## src/rtl/init_mon_reset_sequencer.sv

```systemverilog
// init_mon_reset_sequencer
// Brings FABRIC_POR_N, DEVICE_INIT_DONE and the per-bank calibration status
// into SCLK. The combined status must hold for a run of cycles before the
// block releases a staggered set of active-low fabric resets. A watchdog
// forces a terminal TIMEOUT if the release does not finish in time.
// Build option: define INIT_MON_RECALIB_MONITOR_EN to watch for loss of
// calibration in READY. That option also adds the sticky RECALIB_EVENT output.
module init_mon_reset_sequencer #(
    parameter int NUM_BANKS      = 4,
    parameter int NUM_RESETS     = 3,
    parameter int SYNC_STAGES    = 2,
    parameter int STABLE_CYCLES  = 16,
    parameter int STAGGER_CYCLES = 8,
    parameter int TIMEOUT_CYCLES = 65536
) (
    input  logic                  SCLK,
    input  logic                  RESETN,
    input  logic                  FABRIC_POR_N,
    input  logic                  DEVICE_INIT_DONE,
    input  logic [NUM_BANKS-1:0]  BANK_CALIB_STATUS,
    input  logic [NUM_BANKS-1:0]  BANK_MASK,
    output logic [NUM_RESETS-1:0] RESETN_OUT,
    output logic                  CALIB_DONE,
    output logic                  INIT_TIMEOUT,
    output logic [NUM_BANKS-1:0]  CALIB_STATUS_SYNC,
    output logic [2:0]            STATE
`ifdef INIT_MON_RECALIB_MONITOR_EN
    ,
    output logic                  RECALIB_EVENT
`endif
);

    localparam int SW = NUM_BANKS + 2;
    localparam logic [15:0] STAB_LAST = 16'(STABLE_CYCLES - 1);
    localparam logic [15:0] STG_LAST  = 16'((NUM_RESETS - 1) * STAGGER_CYCLES);
    localparam logic [23:0] TO_LAST   = 24'(TIMEOUT_CYCLES - 1);
    localparam logic [23:0] TO_MAX    = 24'hFF_FFFF;

    typedef enum logic [2:0] {
        ST_IDLE       = 3'd0,
        ST_WAIT_INIT  = 3'd1,
        ST_WAIT_CALIB = 3'd2,
        ST_STAGGER    = 3'd3,
        ST_READY      = 3'd4,
        ST_TIMEOUT    = 3'd5
    } state_e;

    // Synchroniser chain: bit 0 = POR, bit 1 = init done, upper bits = banks.
    logic [SW-1:0] async_in;
    logic [SW-1:0] sync_q [SYNC_STAGES];

    logic                 por_s;
    logic                 init_s;
    logic [NUM_BANKS-1:0] cal_s;
    logic                 qual;

    state_e               state_q, state_d;
    logic [15:0]          stab_cnt_q, stab_cnt_d;
    logic [15:0]          stg_cnt_q, stg_cnt_d;
    logic [15:0]          stg_inc;
    logic [23:0]          to_cnt_q, to_cnt_d;
    logic [NUM_RESETS-1:0] rst_out_q, rst_out_d;
    logic [NUM_RESETS-1:0] rel_mask;
    logic                 calib_done_q, calib_done_d;
    logic                 init_timeout_q, init_timeout_d;
    logic                 to_counting;
    logic                 to_expired;
`ifdef INIT_MON_RECALIB_MONITOR_EN
    logic                 recalib_q, recalib_d;
`endif

    assign async_in = {BANK_CALIB_STATUS, DEVICE_INIT_DONE, FABRIC_POR_N};

    // Multi-flop synchroniser for every asynchronous status input.
    always_ff @(posedge SCLK) begin
        if (!RESETN) begin
            for (int i = 0; i < SYNC_STAGES; i++) begin
                sync_q[i] <= '0;
            end
        end else begin
            sync_q[0] <= async_in;
            for (int i = 1; i < SYNC_STAGES; i++) begin
                sync_q[i] <= sync_q[i-1];
            end
        end
    end

    assign por_s  = sync_q[SYNC_STAGES-1][0];
    assign init_s = sync_q[SYNC_STAGES-1][1];
    assign cal_s  = sync_q[SYNC_STAGES-1][SW-1:2];

    // Masked banks are treated as calibrated.
    assign qual = por_s & init_s & (&(cal_s | BANK_MASK));

    assign to_counting = (state_q == ST_WAIT_INIT) || (state_q == ST_WAIT_CALIB) ||
                         (state_q == ST_STAGGER);
    assign to_expired  = to_counting && (to_cnt_q == TO_LAST);

    // Reset bit k is released once k*STAGGER_CYCLES cycles have elapsed in STAGGER.
    assign stg_inc = stg_cnt_q + 16'd1;
    for (genvar gi = 0; gi < NUM_RESETS; gi++) begin : g_release
        assign rel_mask[gi] = (stg_inc >= 16'(gi * STAGGER_CYCLES));
    end

    // Next-state and registered-output logic; POR loss beats timeout, which beats everything else.
    always_comb begin
        state_d        = state_q;
        stab_cnt_d     = stab_cnt_q;
        stg_cnt_d      = stg_cnt_q;
        to_cnt_d       = to_cnt_q;
        rst_out_d      = rst_out_q;
        calib_done_d   = 1'b0;
        init_timeout_d = 1'b0;
`ifdef INIT_MON_RECALIB_MONITOR_EN
        recalib_d      = recalib_q;
`endif
        if (to_counting && (to_cnt_q != TO_MAX)) begin
            to_cnt_d = to_cnt_q + 24'd1;
        end

        if ((state_q != ST_IDLE) && !por_s) begin
            state_d    = ST_IDLE;
            stab_cnt_d = '0;
            stg_cnt_d  = '0;
            to_cnt_d   = '0;
            rst_out_d  = '0;
        end else if (to_expired) begin
            state_d        = ST_TIMEOUT;
            stab_cnt_d     = '0;
            stg_cnt_d      = '0;
            rst_out_d      = '0;
            init_timeout_d = 1'b1;
        end else begin
            case (state_q)
                ST_IDLE: begin
                    to_cnt_d   = '0;
                    stab_cnt_d = '0;
                    stg_cnt_d  = '0;
                    rst_out_d  = '0;
                    if (por_s) begin
                        state_d = ST_WAIT_INIT;
                    end
                end
                ST_WAIT_INIT: begin
                    rst_out_d = '0;
                    if (init_s) begin
                        state_d = ST_WAIT_CALIB;
                    end
                end
                ST_WAIT_CALIB: begin
                    rst_out_d = '0;
                    if (qual) begin
                        if (stab_cnt_q == STAB_LAST) begin
                            state_d      = ST_STAGGER;
                            stab_cnt_d   = '0;
                            stg_cnt_d    = '0;
                            rst_out_d[0] = 1'b1;
                        end else begin
                            stab_cnt_d = stab_cnt_q + 16'd1;
                        end
                    end else begin
                        stab_cnt_d = '0;
                    end
                end
                ST_STAGGER: begin
                    if (!qual) begin
                        state_d    = ST_WAIT_CALIB;
                        stab_cnt_d = '0;
                        stg_cnt_d  = '0;
                        rst_out_d  = '0;
                    end else if (stg_cnt_q == STG_LAST) begin
                        state_d      = ST_READY;
                        stg_cnt_d    = '0;
                        rst_out_d    = '1;
                        calib_done_d = 1'b1;
                    end else begin
                        stg_cnt_d = stg_inc;
                        rst_out_d = rel_mask;
                    end
                end
                ST_READY: begin
                    rst_out_d    = '1;
                    calib_done_d = 1'b1;
`ifdef INIT_MON_RECALIB_MONITOR_EN
                    // In READY the stability counter measures how long qual has been lost.
                    if (!qual) begin
                        if (stab_cnt_q == STAB_LAST) begin
                            state_d      = ST_WAIT_CALIB;
                            stab_cnt_d   = '0;
                            to_cnt_d     = '0;
                            rst_out_d    = '0;
                            calib_done_d = 1'b0;
                            recalib_d    = 1'b1;
                        end else begin
                            stab_cnt_d = stab_cnt_q + 16'd1;
                        end
                    end else begin
                        stab_cnt_d = '0;
                    end
`endif
                end
                ST_TIMEOUT: begin
                    rst_out_d      = '0;
                    init_timeout_d = 1'b1;
                end
                default: begin
                    state_d   = ST_IDLE;
                    rst_out_d = '0;
                end
            endcase
        end
    end

    // State, counter and output registers.
    always_ff @(posedge SCLK) begin
        if (!RESETN) begin
            state_q        <= ST_IDLE;
            stab_cnt_q     <= '0;
            stg_cnt_q      <= '0;
            to_cnt_q       <= '0;
            rst_out_q      <= '0;
            calib_done_q   <= 1'b0;
            init_timeout_q <= 1'b0;
`ifdef INIT_MON_RECALIB_MONITOR_EN
            recalib_q      <= 1'b0;
`endif
        end else begin
            state_q        <= state_d;
            stab_cnt_q     <= stab_cnt_d;
            stg_cnt_q      <= stg_cnt_d;
            to_cnt_q       <= to_cnt_d;
            rst_out_q      <= rst_out_d;
            calib_done_q   <= calib_done_d;
            init_timeout_q <= init_timeout_d;
`ifdef INIT_MON_RECALIB_MONITOR_EN
            recalib_q      <= recalib_d;
`endif
        end
    end

    assign RESETN_OUT        = rst_out_q;
    assign CALIB_DONE        = calib_done_q;
    assign INIT_TIMEOUT      = init_timeout_q;
    assign CALIB_STATUS_SYNC = cal_s;
    assign STATE             = state_q;
`ifdef INIT_MON_RECALIB_MONITOR_EN
    assign RECALIB_EVENT     = recalib_q;
`endif

endmodule

```

## config.mk

```make
export PLATFORM = sky130hd
export DESIGN_NAME = init_mon_reset_sequencer
export DESIGN_NICKNAME = d
export VERILOG_FILES = /design/src/rtl/init_mon_reset_sequencer.sv
export SDC_FILE = /design/constraint.sdc
export NUM_CORES = 1
export LEC_CHECK = 0
export ABC_AREA = 1
export CORE_UTILIZATION = 55
export CTS_CLUSTER_DIAMETER = 100
export CTS_CLUSTER_SIZE = 28
export DETAILED_ROUTE_END_ITERATION = 8
export GPL_ROUTABILITY_DRIVEN = 0
export PLACE_DENSITY = 0.73
export SLEW_MARGIN = 15
export SYNTH_ARGS = -nofsm -noshare
export SYNTH_HDL_FRONTEND = slang
export SYNTH_SLANG_ARGS = --single-unit
```

## constraint.sdc

```tcl
create_clock -name SCLK -period 2.35 [get_ports SCLK]
set_clock_uncertainty 0.1 [all_clocks]
set_input_delay 0.3525 -clock SCLK [delete_from_list [all_inputs] [get_ports SCLK]]
set_output_delay 0.3525 -clock SCLK [all_outputs]
set_load 0.01 [all_outputs]
```

## Yosys cells after proc, flatten, opt, wreduce, memory -nomap -nowiden

Memories as Yosys holds them, arrays and structs flattened.
Cells that the tools add are included.

- Bits of input ports: 12
- Memories kept: 1
- Memory bits (writable): 12
- Flip-flop bits (word level): 64

Memory list:

| name | words | bits a word | read ports | clocked after memory_dff | wr ports | line | RTL |
|---|---|---|---|---|---|---|---|
| sync_q | 2 | 6 | 2 | 0 | 2 | 50 | `logic [SW-1:0] sync_q [SYNC_STAGES];` |

- Equal/unequal tests: 21
- $add $sub $neg: 3
- Reduce and logical (&&, ||, !) cells: 17
- Bitwise operators: 7
- Muxes and demuxes: 34
- Order comparisons: 3

Operators by type and width:

| operator | count |
|---|---|
| 2-to-1 mux 16 bit | 7 |
| one-hot mux 16 bit (3 select lines) | 2 |
| 2-to-1 mux 24 bit | 3 |
| adder 16 x 1 -> 16 bit, second input constant | 2 |
| 2-to-1 mux 3 bit | 9 |
| adder 24 x 1 -> 24 bit, second input constant | 1 |
| == test 24 x 16 -> 1 bit, second input constant | 1 |
| inequality test 24 bit, second input constant | 1 |
| == test 16 x 4 -> 1 bit, second input constant | 1 |
| == test 16 x 5 -> 1 bit, second input constant | 1 |
| >= comparator 16 x 1 -> 1 bit, second input constant | 1 |
| >= comparator 16 x 4 -> 1 bit, second input constant | 1 |
| >= comparator 16 x 5 -> 1 bit, second input constant | 1 |
| one-hot mux 3 bit (5 select lines) | 1 |
| 2-to-1 mux 6 bit | 2 |
| AND reduction 6 bit | 2 |
| inequality test 3 bit, second input constant | 3 |
| one-hot mux 3 bit (3 select lines) | 1 |
| 2-to-1 mux 1 bit | 8 |
| inequality test 2 bit, second input constant | 4 |
| == test 3 x 2 -> 1 bit, second input constant | 2 |
| == test 3 bit, second input constant | 2 |
| inequality test 3 x 2 -> 1 bit, second input constant | 2 |
| nonzero test 3 bit | 2 |
| 17 further kinds | 25 |

## Logic depth before layout (Yosys ltp)

Gate-level depths: netlist (run 1).

- Depth in word-level cells: 7
- Mapped depth: 13

## Worst setup path before layout (run 1)

OpenSTA, ideal clock, no wires.

- Path type: reg-to-reg
- Start point: reg to_cnt_q[0]
- End point: reg to_cnt_q[17]
- Buffers on the path: 1
- Cell stages (with the launch flop): 12
- Path slack: 0.655 ns
- Data arrival time: 1.478 ns
- Period minus slack after synthesis: 1.695 ns
- Setup time: 0.117 ns
- Required time: 2.133 ns
- Cell sequence: dfxtp_1 ha_1 inv_1 nor2_2 nand2_1 nor2_2 nand2_1 nand2_4 buf_8 nand2_1 nand3_1 nor2_1

- Word-level cells in the longest chain between the ends: 5
- Elaborated cells between the ends (all ways): 8

Ends and longest elaborated chain:

| what | line | RTL |
|---|---|---|
| from (decl) | 61 | `logic [23:0] to_cnt_q, to_cnt_d;` |
| from (signal assigned) | 231 | `to_cnt_q <= to_cnt_d;` |
| branches (longest 4 deep; another with adder 24 x 1 -> 24 bit) | - |  |
| 2-to-1 mux 24 bit * | 127 | `end else if (to_expired) begin` |

Every way passes the cells marked *.
A chain may end at the register's enable or synchronous reset.

## Worst setup path after layout (run 1)

- Start point: reg to_cnt_q[0]
- End point: reg stg_cnt_q[5]

- Word-level cells in the longest chain between the ends: 3

Ends and longest elaborated chain:

| what | line | RTL |
|---|---|---|
| == test 24 x 16 -> 1 bit | 97 | `assign to_expired = to_counting && (to_cnt_q == TO_LAST);` |
| logical AND 1 bit | 97 |  |
| OR reduction 3 bit (no source line) | - |  |
| to (signal assigned) | 230 | `stg_cnt_q <= stg_cnt_d;` |
| to (decl) | 59 | `logic [15:0] stg_cnt_q, stg_cnt_d;` |

No other way between the ends.

==> impl_results.md, run 1 <==
* Detailed-route wire length at 10.50 mm
* Fillers at 785
* Die Area at roughly 0.0087 mm^2
* Starting Density at 0.5822
* Initial antenna violation count at 0
* Period minus WS final at 2.081 ns
* Unrepaired setup endpoints after global routing: false
* Slew headroom at 0.5786
* Largest net degree at the start of global routing at 23
* Max clock buf depth at 2
* Post-synth ARST share at 0
* Status: finished clean
* Multiplexer share of the synthesized area at 0
* Cell mode on critical path: nand2_1
* Layout cells sized above 1 at 0.09593
* Fin cells at 863
* WL per Instance at 12.16 um
* Post-synth EDFFs at 0
* CP max stage delay at between 0.4 and 0.5 ns
* Max_cap viols at 0
* Tot Pwr at ~4200 uW
* Synth Area in Compound Gates at 0.07548
* Total Routing Usage GR at 0.2602
* Simple-gate share of the synthesized area at 0.4469
* Post-route ant nets at 0
* Worst Path Max Fanout at 13
* Mapped Nets at 750
* Startpoint types: flop
* Die Width at 93.37 um
* H-Tree Level Count at 3
* Synthesized flop and latch total at 76
* IO Count at 24
* Number of global-route vias before repair at slightly above 4000
* Sequential cell area at 0.001521 mm^2
* Antenna cells at 0
* Number of cell rows at 32
* Hold WC Path Type: flop to flop
* Fin area at 0.005106 mm^2
* Power per Cell Area at 827.2 mW/mm^2
* Critical path class: flop to flop
* Fmax at 0.4805 GHz
* Netlist cell types at 35
* Maximum vdd drop at approximately 620 uV
* Total CTS buffers at 9
* IO buf count at 23
* Number of DRC markers in iteration 0 at 235
* Xor-xnor portion of the synthesized cell area at 0.02289
* Most common cell after layout, fill and taps aside: nand2_1
* Post-Syn Area per Cell at 6.256 um^2
* Leakage at 0.002052 uW
* Area grow syn2layout at 11.20%
* Slowest CP cell: dfxtp_1
* Most frequent cells in the layout: nand2_1, nor2_1, inv_1, dfxtp_1, nand3_1
* Fin Setup TNS at 0 ns
* Fin. Hold Viols at 0
* Clock root buffer: clkbuf_8
* Total iterations of the first detailed-routing run at 4
* Adder-cell share of the synthesized area at 0.01090
* Final HPWL DP at around 8 mm
* First-pass GRT wire length at 18.04 mm
* Main combinational cell family by area after synthesis: simple AND/OR/NAND/NOR gates
* Synthesized area at between 0.004 and 0.005 mm^2
* Endpoints failing setup at 0
* Synth Instances at roughly 730
* Clock transition at path regs at 0.09 ns
* Fin nets at 772
* Post-CTS Setup Bufs at 0
* Main synth FF type: dfxtp_1
* CP arrival at 2.24 ns
* Vias/cell at 5.174
* Placed insts at 847
* Drt drc at 0
* Crit-path cells: ha_1 > nand2_1 > inv_1 > nand2_1 > inv_2 > nand4_2 > nor2_4 > nor2_8 > inv_4 > buf_12 > a21oi_1
* Die height at 93.37 um
* Warnings, synthesis at 0
* Grt ovf at 0
* Least-Margin Pin Slew at 0.6307 ns
* Clk Latency, worst-skew pair at 0.36 ns
* CP endpoint kind: flop
* CTS tree: done
* Final period utilization at 0.8857
* Vias at 4465
* Clock sink count at 76
* Placed Area at 0.004877 mm^2
* Register area share after synthesis at 0.3313
* Required time worst endpoint at approximately 2.5 ns
* Footprint of the multi-input gates at 0.002561 mm^2
* Core area at 0.007888 mm^2
* Final Max Slew Viols at 0
state kept, by name, summed over array words and instances (netlist names):
register      flops
to_cnt_q         24
stg_cnt_q        16
RESETN_OUT        3
stab_cnt_q       16
CALIB_DONE        1
sync_q           12
STATE             3
INIT_TIMEOUT      1
power by group:
group / switching, uW / internal [uW] / total (uW)
clock: 546 / 604 / 1150
combinational: 1140 / 479 / 1620
sequential: 102 / 1360 / 1460
total: 1780 / 2440 / 4220
layer usage:
layer	vias to the layer above	track usage	routed length, um
met4	0	0.08974	150
met1	2047	0.3129	4810
li1	2341	-	-
met2	63	0.4614	5223
met5	-	0	0
met3	14	0.04878	313
layout make-up:
| cell class | count | area share |
|---|---|---|
| clock inverters | 7 | 0.01911 |
| inverters | 104 | 0.07719 |
| multi-input cells | 537 | 0.5016 |
| repair buffers | 28 | 0.05489 |
| clock buffers | 9 | 0.02426 |
| flip-flops and latches | 76 | 0.2980 |
| well taps | 102 | 0.02499 |
kinds of logic (layout without fill, tap and decap cells):
logic type | after synthesis | in the layout
buffers and inverters | 121 | 148
AO/OA/AOI/OAI | 61 | 61
AND/OR/NAND/NOR | 460 | 460
XOR/XNOR | 12 | 12
flip-flops | 76 | 76
adder cells (fa/ha/maj) | 4 | 4
per-stage QoR:
| step | utilization | worst slack, ns | hold slack, ns |
|---|---|---|---|
| 2_1_floorplan | - | 0.6551 | 0.2905 |
| 3_3_place_gp | 0.6183 | 0.1463 | 0.2963 |
| 3_5_place_dp | 0.6183 | 0.1284 | 0.2987 |
| 4_1_cts | 0.6464 | 0.1768 | 0.3197 |
| 5_1_grt | 0.6474 | 0.07541 | 0.3348 |
| 6_report | 0.6474 | 0.2687 | 0.3178 |
worst max-delay path, delay by kind of cell (launching register included):
kind            cells  cell delay [ns]
compound gates      1             0.05
flops               1             0.42
simple gates        5             0.62
buf+inv             4             0.53
fa+ha+maj           1             0.25
Yosys cell counts, types with 8 or more instances:
| library cell | n | area share |
|---|---|---|
| nand2_1 | 230 | 0.19 |
| nor2_1 | 106 | 0.087 |
| inv_1 | 93 | 0.076 |
| dfxtp_1 | 76 | 0.33 |
| nand3_1 | 49 | 0.053 |
| nand4_1 | 29 | 0.040 |
| a21oi_1 | 25 | 0.027 |
| o21ai_0 | 18 | 0.020 |
| nor3_1 | 11 | 0.012 |
| a21oi_2 | 10 | 0.019 |
| inv_2 | 9 | 0.0074 |
| xor2_1 | 9 | 0.017 |
| buf_2 | 8 | 0.0087 |
path summary, 6_finish.rpt:
check | startpoint | endpoint | slack (ns) | cells after the start
hold reg to reg | sync_q[0][4]$_SDFF_PN0_ | sync_q[0][10]$_SDFF_PN0_ | 0.32 | 2
setup reg to reg | to_cnt_q[0]$_SDFF_PP0_ | stg_cnt_q[5]$_SDFFE_PP0P_ | 0.27 | 11
setup / recovery | to_cnt_q[0]$_SDFF_PP0_ | stg_cnt_q[5]$_SDFFE_PP0P_ | 0.27 | 11
hold / removal | sync_q[0][4]$_SDFF_PN0_ | sync_q[0][10]$_SDFF_PN0_ | 0.32 | 2
repair_timing:
item                                    in CTS  in global routing
gates resized for setup                      0                  1
hold buffers                                 0                  0
endpoints found under the setup margin       0                  1
(Power assumes the default switching activity.)
==> run 2: changes to the inputs <==
- CORE_MARGIN: not set -> 2
==> run 2 against run 1 <==
Combinational power about the same; worst hold slack better by 0.00084 ns; power down 3.4%; global-route usage down 1.5 points; critical path type unchanged; critical endpoint is now to_cnt_q[7]$_SDFF_PP0_; highest routed layer unchanged.
==> impl_results.md, run 2 (synthesis results as in run 1) <==
* Antenna cells at 0 (unchanged)
* Number of cell rows at 33 (+3.1%)
* Final period utilization at 0.9109 (+0.02525)
* Top flop regs: to_cnt_q (24), stab_cnt_q (16), stg_cnt_q (16)
* CP endpoint kind: flop
* Initial antenna violation count at 0 (unchanged)
* First-pass GRT wire length at 17.90 mm (-0.77%)
* Drt drc at 0 (unchanged)
* Clock root buffer: clkbuf_8
* Post-CTS Setup Bufs at 0 (unchanged)
* Sequential power share at 0.357 (+0.012)
* Max clock buf depth at 2 (unchanged)
* Max reg flops at 24 (unchanged)
* Sw frac at 0.4271 (+0.004512)
* Most frequent cells in the layout: nand2_1, nor2_1, inv_1, dfxtp_1, nand3_1
* Layout cells sized above 1 at 0.09235 (-0.003578)
* Endpoints failing setup at 0 (unchanged)
* # hold bufs at CTS at 0 (unchanged)
* Post-Place Worst Slack at 0.1544 ns (+0.02596 ns)
* Top Usage Layer GRT: met2
* Biggest register: to_cnt_q
* Die height at 95.37 um (+2.1%)
* Final Worst Setup Slack at 0.2094 ns (-0.05934 ns)
* Slew headroom at 0.4091 (-0.1695)
* Clock transition at path regs at 0.09 ns (about the same)
* Fillers at 760 (-3.2%)
* Sw Pwr at 1743 uW (-2.4%)
* Gates resized, CTS repair at 0 (unchanged)
* R2r setup slk at 0.21 ns (-0.06 ns)
* Status: finished clean
* Leakage at 0.002026 uW (-1.3%)
* H-Tree Level Count at 3 (unchanged)
* IO buf count at 23 (unchanged)
* Met2 Use GR at 0.4261 (-0.03534)
* Critical path class: flop to flop
* Detailed-route wire length at 10.31 mm (-1.8%)
* Fin Setup TNS at 0 ns (unchanged)
* Internal cell power at 2338 uW (-4.1%)
* CP arrival at 2.28 ns (+0.04 ns)
* Power per Cell Area at 805.6 mW/mm^2 (-2.6%)
* Core area at 0.008134 mm^2 (+3.1%)
* Number of DRC markers in iteration 0 at 188 (-20%)
* CTS tree: done
* Least-Margin Pin Slew at 0.8863 ns (+0.2556 ns)
* Startpoint types: flop
* Period minus WS final at 2.141 ns (+0.05934 ns)
* Combinational power share at 0.393 (+0.010)
* GRT met1 Usage at 0.3102 (-0.002763)
* Fin area at 0.005065 mm^2 (-0.81%)
* Total Routing Usage GR at 0.2448 (-0.01538)
* Most common cell after layout, fill and taps aside: nand2_1
* Area grow syn2layout at 10.30%
* Number of global-route vias before repair at 4171 (+2.4%)
* Largest net degree at the start of global routing at 23 (unchanged)
* GR Util met3 at 0.04032 (-0.008464)
* Total CTS buffers at 9 (unchanged)
* Die Area at 0.009095 mm^2 (+4.3%)
* Maximum vdd drop at 555.3 uV (-10%)
* IO Count at 24 (unchanged)
* Total iterations of the first detailed-routing run at 5 (+1)
* Fmax at 0.4672 GHz (-2.8%)
* WL per Instance at 11.94 um (-1.8%)
* Unrepaired setup endpoints after global routing: false
* Vias/cell at 5.160 (-0.27%)
* Post-route ant nets at 0 (unchanged)
* Placed Area at 0.004866 mm^2 (-0.23%)
* Sequential cell area at 0.001521 mm^2 (unchanged)
* Fin nets at 770 (-0.26%)
* Die Width at 95.37 um (+2.1%)
* Required time worst endpoint at 2.49 ns (about the same)
* Vias at 4453 (-0.27%)
* Fin. Hold Viols at 0 (unchanged)
* Clock network power share at 0.251 (-0.021)
* Final Max Slew Viols at 0 (unchanged)
* Clk Latency, worst-skew pair at 0.35 ns (about the same)
* Max_cap viols at 0 (unchanged)
* Worst Path Max Fanout at 22 (+9)
* Final HPWL DP at 7.670 mm (-2.9%)
* Footprint of the multi-input gates at 0.002554 mm^2 (-0.29%)
* Hold WC Path Type: flop to flop
* Clock sink count at 76 (unchanged)
* Starting Density at 0.5645 (-0.01764)
* Grt ovf at 0 (unchanged)
==> run 2: changes by cell type in the layout (fill, tap and decap cells not counted), sizes merged <==
cell and change:
bufinv -1, buf -2, inv -1, clkinvlp +1, clkbuf +1, clkinv -1
==> run 2: final timing paths <==
path	endpoint	start	cells after the start
worst max-delay path	to_cnt_q[7]$_SDFF_PP0_	to_cnt_q[0]$_SDFF_PP0_	9
worst max register to register	to_cnt_q[7]$_SDFF_PP0_	to_cnt_q[0]$_SDFF_PP0_	9
worst min register to register	sync_q[0][10]$_SDFF_PN0_	sync_q[0][4]$_SDFF_PN0_	2
worst min-delay path	sync_q[0][10]$_SDFF_PN0_	sync_q[0][4]$_SDFF_PN0_	2
==> run 2: power by group through the flow <==
| stage | logic, uW | registers, uW | clock network (uW) |
|---|---|---|---|
| floorplan | 1280 | 1460 | 0 |
| global placement | 1570 | 1480 | 0 |
| detailed placement | 1600 | 1480 | 0 |
| CTS | 1610 | 1450 | 1050 |
| global route | 1800 | 1470 | 1100 |
| finish | 1600 | 1450 | 1020 |
==> run 2: worst max-delay path: stages (launching register included) <==
cell and delay (ns):
dfxtp_1 0.36, ha_1 0.25, inv_1 0.07, nor2_2 0.05, nand2_1 0.11, nor2_2 0.06
a21oi_2 0.70, nand3_1 0.16, nand2_1 0.11, nor2_1 0.04
==> run 2: area by class of cell <==
type                            count  area share
Clock buffer                       10     0.02717
Clock inverter                      5     0.01210
Inverter                          104     0.07782
Multi-Input combinational cell    537      0.5042
Sequential cell                    76      0.3004
Tap cell                          105     0.02594
Timing Repair Buffer               26     0.05237
==> run 2: per-layer routing <==
layer | up-vias | share of wire
met5 | - | 0
met1 | 2020 | 0.47
met4 | 0 | 0.011
met3 | 10 | 0.039
met2 | 79 | 0.47
li1 | 2344 | -
==> run 2: per-stage QoR <==
step | util | hold slack [ns] | cells | total power [uW]
after floorplan | - | 0.2905 | 734 | 2742
after global routing | 0.6227 | 0.3366 | 863 | 4368
final | 0.6227 | 0.3187 | 863 | 4080
after global placement | 0.5982 | 0.2953 | 848 | 3054
after detailed placement | 0.5982 | 0.2947 | 848 | 3087
after CTS | 0.6227 | 0.3169 | 863 | 4105
==> run 3: changes to the inputs <==
- CELL_PAD_IN_SITES_DETAIL_PLACEMENT: not set -> 1
- CELL_PAD_IN_SITES_GLOBAL_PLACEMENT: not set -> 2
- CORE_MARGIN: 2 -> not set
- CORE_UTILIZATION: 55 -> 33
- PLACE_DENSITY: 0.73 -> 0.79
==> run 3 against run 2 <==
Core utilization down 22 points; worst hold slack worse by 0.0026 ns; power up 17%; setup slack better by 0.10 ns; clock-buffer cell count up 2; die area up 58%; global-route usage down 4.4 points; register-to-register slack better by 0.11 ns; first-iteration DRC count up 23%; wire length up 31%; critical path depth down 8; largest cell class unchanged; highest routed layer unchanged.
==> impl_results.md, run 3 (synthesis results as in run 1) <==
* Sequential cell area at 0.001521 mm^2 (unchanged)
* Fin. Hold Viols at 0 (unchanged)
* Die height at 120.0 um (+26%)
* Period minus WS final at 2.039 ns (-0.1019 ns)
* Initial antenna violation count at 0 (unchanged)
* R2r setup slk at 0.32 ns (+0.11 ns)
* First-pass GRT wire length at 22.71 mm (+27%)
* CP delay by family, top: buffers and inverters
* Max clock buf depth at 2 (unchanged)
* Gates resized, CTS repair at 0 (unchanged)
* Final HPWL DP at 10.39 mm (+35%)
* Final period utilization at 0.8675 (-0.04336)
* Hold WS at 0.3161 ns (-0.002556 ns)
* CTS tree: done
* Post-CTS Setup Bufs at 0 (unchanged)
* Critical path buffers and inverters at 1 (unchanged)
* Fmax at 0.4905 GHz (+5.0%)
* Fin Setup TNS at 0 ns (unchanged)
* Power per Cell Area at 891.6 mW/mm^2 (+11%)
* Crit-path cells: clkdlybuf4s50_1
* Die Width at 120.0 um (+26%)
* Total iterations of the first detailed-routing run at 4 (-1)
* Worst Path Max Fanout at 9 (-59%)
* Least-Margin Pin Slew at 0.5453 ns (-0.3411 ns)
* Clk Latency, worst-skew pair at 0.34 ns (about the same)
* Most common cell after layout, fill and taps aside: nand2_1
* Top flop regs: to_cnt_q (24), stab_cnt_q (16), stg_cnt_q (16)
* Startpoint types: flop
* Number of global-route vias before repair at 4716 (+13%)
* Vias/cell at 4.879 (-5.4%)
* Unrepaired setup endpoints after global routing: false
* Area grow syn2layout at 16.70%
* CP endpoint kind: primary output
* Total CTS buffers at 9 (unchanged)
* Required time worst endpoint at 1.90 ns (-0.59 ns)
* Fillers at 1806 (+140%)
* Status: finished clean
* Largest net degree at the start of global routing at 23 (unchanged)
* CP arrival at 1.59 ns (-0.69 ns)
* CP max stage delay at 0.65 ns (-0.05 ns)
* Most frequent cells in the layout: nand2_1, nor2_1, inv_1, dfxtp_1, nand3_1
* Biggest register: to_cnt_q
* Drt drc at 0 (unchanged)
* Total Routing Usage GR at 0.2009 (-0.04392)
* Number of DRC markers in iteration 0 at 231 (+23%)
* Maximum vdd drop at 391.9 uV (-29%)
* Die Area at 0.01439 mm^2 (+58%)
* Core area at 0.01340 mm^2 (+65%)
* Grt ovf at 0 (unchanged)
* Footprint of the multi-input gates at 0.002561 mm^2 (+0.29%)
* Max_cap viols at 0 (unchanged)
* Slew headroom at 0.6357 (+0.2266)
* Clock root buffer: clkbuf_16
* Clock transition at path regs at 0.06 ns (-0.03 ns)
* Post-route ant nets at 0 (unchanged)
* IO Count at 24 (unchanged)
* Detailed-route wire length at 13.46 mm (+31%)
* Endpoints failing setup at 0 (unchanged)
* Vias at 4601 (+3.3%)
* Leakage at 0.002147 uW (+6.0%)
* Number of cell rows at 42 (+27%)
* Critical path class: flop to primary output
* Final Max Slew Viols at 0 (unchanged)
* Layout cells sized above 1 at 0.1030 (+0.01065)
* IO buf count at 23 (unchanged)
* Max reg flops at 24 (unchanged)
* WL per Instance at 14.27 um (+20%)
* Starting Density at 0.3427 (-0.2219)
* # hold bufs at CTS at 0 (unchanged)
* Slowest CP cell: clkdlybuf4s50_1
* Antenna cells at 0 (unchanged)
* Hold WC Path Type: flop to flop
* Fin nets at 778 (+1.0%)
* Clock sink count at 76 (unchanged)
* H-Tree Level Count at 3 (unchanged)
[run 3: cell types whose count changed in the layout (fill, tap and decap cells not counted)]
cell        change
a21oi_4         +1
inv_6           -1
clkinvlp_4      -3
clkbuf_8        -7
a21oi_2         -1
bufinv_16       +1
clkbuf_16       +9
clkinv_2        +2
buf_4           +8
[run 3: layout make-up]
type,count,share of cell area
Multi-Input combinational cell,537,0.4779
Tap cell,176,0.04109
Clock buffer,12,0.04973
Timing Repair Buffer,34,0.06071
Inverter,104,0.07355
Sequential cell,76,0.2839
Clock inverter,4,0.01307
[run 3: through the flow]
step             util  cell area, um^2  cells  power [uW]  setup slack [ns]
5_1_grt        0.3999             5359    943        5102            0.1396
6_report       0.3999             5359    943        4778            0.3113
2_1_floorplan       -             4592    734        2742            0.6551
4_1_cts        0.3993             5351    943        4853            0.1846
3_3_place_gp   0.3742             5015    927        3215            0.1821
3_5_place_dp   0.3742             5015    927        3249            0.1466
[run 3: path summary, 6_finish.rpt]
path	startpoint	to	cells past startpoint
hold / removal	sync_q[0][4]$_SDFF_PN0_	sync_q[0][10]$_SDFF_PN0_	2
setup reg to reg	stg_cnt_q[0]$_SDFFE_PP0P_	RESETN_OUT[1]$_SDFF_PP0_	11
setup / recovery	STATE[2]$_SDFFE_PP0P_	STATE[2]	1
hold reg to reg	sync_q[0][4]$_SDFF_PN0_	sync_q[0][10]$_SDFF_PN0_	2
[run 3: power breakdown]
group	leakage [uW]	switching [uW]	internal [uW]
Clock	0.000169	561	1010
Sequential	0.000615	97.8	1360
Combinational	0.00136	1230	519
[run 3: routing by layer]
layer	part of all wire	wire, um	up-vias	global-route usage
met1	0.50	6756	2184	0.2635
met5	0	0	-	0
li1	-	-	2353	-
met4	0.013	180	0	0.07500
met2	0.46	6179	49	0.3312
met3	0.025	342	15	0.02994
